<file path="src/rtl/alu_pkg.sv">
// Shared types and constants for the FASE1 ALU.
package alu_pkg;

  localparam int unsigned XLEN = 32;

  // Opcode values; 5'h0F..5'h1F are reserved and produce a zero result.
  typedef enum logic [4:0] {
    OpAdd   = 5'h00,
    OpSub   = 5'h01,
    OpAnd   = 5'h02,
    OpOr    = 5'h03,
    OpXor   = 5'h04,
    OpNor   = 5'h05,
    OpSll   = 5'h06,
    OpSrl   = 5'h07,
    OpSra   = 5'h08,
    OpSlt   = 5'h09,
    OpSltu  = 5'h0A,
    OpPassA = 5'h0B,
    OpPassB = 5'h0C,
    OpEq    = 5'h0D,
    OpMul   = 5'h0E
  } alu_op_t;

  typedef struct packed {
    logic zero;
    logic negative;
    logic carry;
    logic overflow;
  } alu_flags_t;

  typedef enum logic [1:0] {
    ShSll = 2'd0,
    ShSrl = 2'd1,
    ShSra = 2'd2
  } shift_mode_t;

endpackage

</file>
<file path="src/rtl/alu_shifter.sv">
// Combinational barrel shifter for SLL/SRL/SRA.
module alu_shifter
  import alu_pkg::*;
(
  input  logic [XLEN-1:0] A,
  input  logic [4:0]      shamt,
  input  shift_mode_t     mode,
  output logic [XLEN-1:0] result
);

  // Select shift direction and fill; unused mode encoding yields 0.
  always_comb begin
    result = '0;
    case (mode)
      ShSll:   result = A << shamt;
      ShSrl:   result = A >> shamt;
      ShSra:   result = $signed(A) >>> shamt;
      default: result = '0;
    endcase
  end

endmodule

</file>
<file path="src/rtl/alu.sv">
// 32-bit ALU: combinational operation select followed by a single output register stage.
module alu
  import alu_pkg::*;
(
  input  logic            clk,
  input  logic            rst,
  input  logic [XLEN-1:0] A,
  input  logic [XLEN-1:0] B,
  input  logic [4:0]      ALU_control,
  input  logic            valid_in,
  output logic [XLEN-1:0] result,
  output logic            zero,
  output logic            negative,
  output logic            carry,
  output logic            overflow,
  output logic            valid_out
);

  logic            w_is_sub;
  logic [XLEN-1:0] w_b_add;
  logic [XLEN:0]   w_sum;
  logic [XLEN-1:0] w_shift;
  shift_mode_t     w_shift_mode;
  logic [XLEN-1:0] w_res;
  logic            w_carry;
  logic            w_ovf;
  alu_flags_t      w_flags;

  logic [XLEN-1:0] r_result;
  alu_flags_t      r_flags;
  logic            r_valid;

  // Shared 33-bit adder: subtraction is A + ~B + 1.
  assign w_is_sub = (ALU_control == OpSub);
  assign w_b_add  = w_is_sub ? ~B : B;
  assign w_sum    = {1'b0, A} + {1'b0, w_b_add} + {{XLEN{1'b0}}, w_is_sub};

  // Map shift opcodes onto shifter modes; non-shift ops leave it as SRA (result unused).
  always_comb begin
    w_shift_mode = ShSra;
    if (ALU_control == OpSll) begin
      w_shift_mode = ShSll;
    end else if (ALU_control == OpSrl) begin
      w_shift_mode = ShSrl;
    end
  end

  alu_shifter u_shifter (
    .A      (A),
    .shamt  (B[4:0]),
    .mode   (w_shift_mode),
    .result (w_shift)
  );

  // Operation select; carry/overflow only meaningful on the adder path.
  always_comb begin
    w_res   = '0;
    w_carry = 1'b0;
    w_ovf   = 1'b0;
    case (ALU_control)
      OpAdd, OpSub: begin
        w_res   = w_sum[XLEN-1:0];
        w_carry = w_sum[XLEN];
        w_ovf   = (A[XLEN-1] == w_b_add[XLEN-1]) && (w_sum[XLEN-1] != A[XLEN-1]);
      end
      OpAnd:   w_res = A & B;
      OpOr:    w_res = A | B;
      OpXor:   w_res = A ^ B;
      OpNor:   w_res = ~(A | B);
      OpSll, OpSrl, OpSra: w_res = w_shift;
      OpSlt:   w_res = {{(XLEN-1){1'b0}}, ($signed(A) < $signed(B))};
      OpSltu:  w_res = {{(XLEN-1){1'b0}}, (A < B)};
      OpPassA: w_res = A;
      OpPassB: w_res = B;
      OpEq:    w_res = {{(XLEN-1){1'b0}}, (A == B)};
      OpMul:   w_res = A * B;
      default: w_res = '0;
    endcase
  end

  // Status flags derived from the combinational result.
  always_comb begin
    w_flags.zero     = (w_res == '0);
    w_flags.negative = w_res[XLEN-1];
    w_flags.carry    = w_carry;
    w_flags.overflow = w_ovf;
  end

  // Output stage: capture on valid_in, hold otherwise; reset clears everything including zero.
  always_ff @(posedge clk or posedge rst) begin
    if (rst) begin
      r_result <= '0;
      r_flags  <= '0;
      r_valid  <= 1'b0;
    end else begin
      r_valid <= valid_in;
      if (valid_in) begin
        r_result <= w_res;
        r_flags  <= w_flags;
      end
    end
  end

  assign result    = r_result;
  assign zero      = r_flags.zero;
  assign negative  = r_flags.negative;
  assign carry     = r_flags.carry;
  assign overflow  = r_flags.overflow;
  assign valid_out = r_valid;

endmodule

</file>
<file path="config.mk">
export PLATFORM = sky130hd
export DESIGN_NAME = alu
export DESIGN_NICKNAME = d
export VERILOG_FILES = /design/src/rtl/alu_pkg.sv /design/src/rtl/alu_shifter.sv /design/src/rtl/alu.sv
export SDC_FILE = /design/constraint.sdc
export NUM_CORES = 2
export LEC_CHECK = 0
export BUFFER_PORTS_ARGS = -buffer_cell sky130_fd_sc_hd__buf_4
export CORE_ASPECT_RATIO = 2
export CORE_MARGIN = 3
export CORE_UTILIZATION = 25
export CTS_CLUSTER_DIAMETER = 40
export DETAILED_ROUTE_END_ITERATION = 10
export SLEW_MARGIN = 20
export SYNTH_ARGS = -nofsm -noshare
export SYNTH_HDL_FRONTEND = slang
export SYNTH_SLANG_ARGS = --single-unit
</file>
<file path="constraint.sdc">
create_clock -name clk -period 1.3 [get_ports clk]
set_clock_uncertainty 0.05 [all_clocks]
set_input_delay 0.26 -clock clk [delete_from_list [all_inputs] [get_ports clk]]
set_output_delay 0.26 -clock clk [all_outputs]
set_load 0.02 [all_outputs]
</file>
==> flow_metrics.py <==
metrics = {
    "status": {
        "outcome": "finished, violations left",
        "violations": "negative setup slack",
    },
    "sta": {
        "worst_pin_slew_ps": 1190,
        "fin_ws_ps": -6020,
        "rsz0062_at_grt": "true",
        "drv_slew": 0,
        "fmax_mhz": 137,
        "hold_viol": 0,
        "slew_headroom": 0.200,
        "setup_viol": 35,
        "finalCriticalPeriod_ps": 7320,
        "finalCritPeriodShare": 5.63,
    },
    "synth": {
        "yosysUniqueCellTypes": 86,
        "synth_ff_type": "dfrtp_1",
        "syn_area_per_cell_um2": 8.13,
        "synth_warnings": 0,
        "synthCells": 3206,
        "syn_nets": 3938,
        "synth-edff-count": 0,
        "synth_async_sr_flop_share": 1.00,
        "netlist_area_um2": 26100,
        "synth-seq-cells": 36,
        "ys_seq_area_frac": 0.0345,
    },
    "routing": {
        "drcViolationCount": 0,
        "num_vias": 29600,
        "via_per_inst": 5.38,
        "routedWlPerCell_um": 31.9,
        "wirelength_um": 176000,
        "drtIter0Drc": 2263,
        "ant_nets": 0,
        "firstDrtPassIters": 6,
    },
    "worst_setup_path": {
        "required_ps": 1460,
        "critPathMaxFanout": 5,
        "crit_arrival_ps": 7490,
        "crit_type": "in2reg",
        "end_kind": "flop",
        "cp-start-kind": "input pin",
    },
    "floorplanning": {
        "fp.dieH_um": 463,
        "rows": 167,
        "start_util": 0.252,
        "chipWidth_um": 234,
        "ios": 109,
        "die_area_um2": 108000,
        "core_um2": 103000,
    },
    "global_route": {
        "grt_busiest_layer": "met2",
        "globalRouteTotalUtil": 0.317,
        "grt_pass1_wl_um": 239000,
        "grt.met3_usage": 0.0396,
        "overflow": 0,
        "grt_use_met1": 0.296,
        "antenna_found_initial": 4,
        "grt_max_degree": 45,
        "use_met2": 0.572,
        "grt_pass1_vias": 32300,
    },
    "place": {
        "placed_cell_area_um2": 35900,
        "gp_congestion": 1.04,
        "portBuffers": 108,
        "dp_slack_ps": -6980,
        "hpwl_um": 149000,
    },
    "cells_and_area": {
        "final_cell_area_um2": 39900,
        "regArea_um2": 901,
        "final_nets": 4878,
        "area_delta_synth_final_pct": 53.0,
        "fillCellCount": 10600,
        "drive_above_1_share": 0.403,
        "final_util": 0.386,
        "multiInputGateArea_um2": 25200,
    },
    "clock_network": {
        "clk_path_buf_depth": 2,
        "cts_tree": "yes",
        "clk_pin_slew_worst_paths_ps": 70,
        "cts_buffers": 5,
        "h-tree-depth": 2,
        "cts-root-buf": "clkbuf_16",
        "clock_sink_count": 36,
        "clock_latency_ps": 310,
    },
    "run": {
        "cap_violations": 0,
    },
    "worst_hold_path": {
        "hold_class": "in2reg",
    },
}
path summary, 6_finish.rpt:
path,from,endpoint,slack (ps),cells after the start
worst max-delay path,B[4],zero,-6020,28
worst min-delay path,valid_in,valid_out,370,2
worst max register to register,carry,carry,310,3
worst min register to register,result[0],result[0],450,1
max in group asynchronous,rst,result[15],480,4
min in group asynchronous,rst,result[23],510,4
final cells by class:
| type | count | area share |
|---|---|---|
| well taps | 1352 | 0.0424 |
| clock buffers | 6 | 0.00348 |
| flip-flops and latches | 36 | 0.0226 |
| inverters | 472 | 0.0488 |
| multi-input cells | 2491 | 0.631 |
| repair buffers | 1140 | 0.252 |
| diodes | 3 | 0.000188 |
| clock inverters | 2 | 0.000345 |
registers in the layout, summed over array words and instances (netlist names):
| register | flops |
|---|---|
| result | 32 |
| valid_out | 1 |
| carry | 1 |
| overflow | 1 |
| zero | 1 |
critical path, stage by stage:
cell,delay [ps]
buf_12,120
clkinv_8,50
buf_8,110
buf_6,130
nor2_4,40
fa_1,490
inv_1,50
fa_1,520
fa_1,470
fa_1,560
inv_2,40
fa_1,450
ha_1,300
fa_2,560
fa_2,470
ha_4,290
o211ai_1,180
o21ai_2,190
mux2_4,190
nor2_4,40
or4_4,550
nor4_4,330
nand3_1,150
nor3_2,230
buf_4,150
nand4_1,170
buf_6,210
o41ai_2,180
stage by stage:
step,hold slack (ps),cells,setup TNS (ps)
finish,372,5502,-156330
global route,371,5499,-161250
CTS,362,5463,-156910
detailed placement,297,5384,-180710
global placement,293,5384,-180750
floorplan,241,3206,-147520
cells by family after synthesis:
logic type / synth area share
AND/OR/NAND/NOR: 0.174
buffers and inverters: 0.0989
adder cells (fa/ha/maj): 0.434
AO/OA/AOI/OAI: 0.139
multiplexers: 0.0786
XOR/XNOR: 0.0400
flip-flops: 0.0345
repair_timing:
action,in CTS,in global routing
setup endpoints to repair,35,35
pin swaps,156,152
gates resized for setup,454,225
buffers inserted,81,48
cloned,1,1
endpoints found under the hold margin,36,0
hold buffers,1,0
cells in the final DEF (no fill, tap or decap), drive strengths merged, types with 9 or more instances in the layout:
master	count
nand3	49
fa	409
a22oi	18
a31oi	21
nor4	15
or3	13
o21ai	81
nor2	437
nand3b	9
mux2i	65
mux4	51
dfrtp	36
a2111oi	11
a21o	17
a211oi	27
nand2	356
mux2	22
and3	17
nand4	23
nor2b	18
o211ai	37
nor3	34
o21a	14
and2	16
buf	1137
o22ai	11
clkinv	12
a21oi	135
o31ai	9
a211o	10
a22o	12
xor2	26
o2111ai	14
xnor2	93
inv	458
a222oi	10
a221oi	21
ha	251
nand2b	22
synthesized netlist by cell type (12+ instances only):
cell type / instances / area [µm²]
a21oi_1: 135 / 676
a22oi_1: 18 / 135
nor4_1: 15 / 93.8
o21ai_0: 79 / 395
fa_1: 409 / 8190
o2111ai_1: 14 / 123
a211oi_1: 26 / 195
nand4_1: 23 / 144
buf_1: 40 / 150
inv_1: 454 / 1700
nand2b_1: 22 / 138
nor2b_1: 18 / 113
a21o_1: 17 / 128
mux2_2: 21 / 236
xnor2_1: 93 / 815
or3_1: 13 / 81.3
o21a_1: 14 / 105
o211ai_1: 37 / 278
and3_1: 17 / 106
a22o_1: 12 / 105
xor2_1: 26 / 228
clkinv_1: 13 / 48.8
clkbuf_1: 152 / 571
buf_2: 12 / 60.1
and2_1: 15 / 93.8
nand2_1: 356 / 1340
nand3_1: 49 / 245
mux2i_1: 65 / 651
a31oi_1: 21 / 131
dfrtp_1: 36 / 901
a221oi_1: 21 / 184
nor3_1: 34 / 170
ha_1: 251 / 3140
mux4_2: 51 / 1150
nor2_1: 437 / 1640
routing by layer:
metal  share of wire  vias to the layer above
li1                -                    12500
met1            0.31                    14900
met2            0.51                     1455
met3           0.048                      740
met4            0.14                        2
met5         0.00011                        -
Power is not shown: default switching activity piles up to over one toggle a cycle in this logic, so the estimate is an artifact.
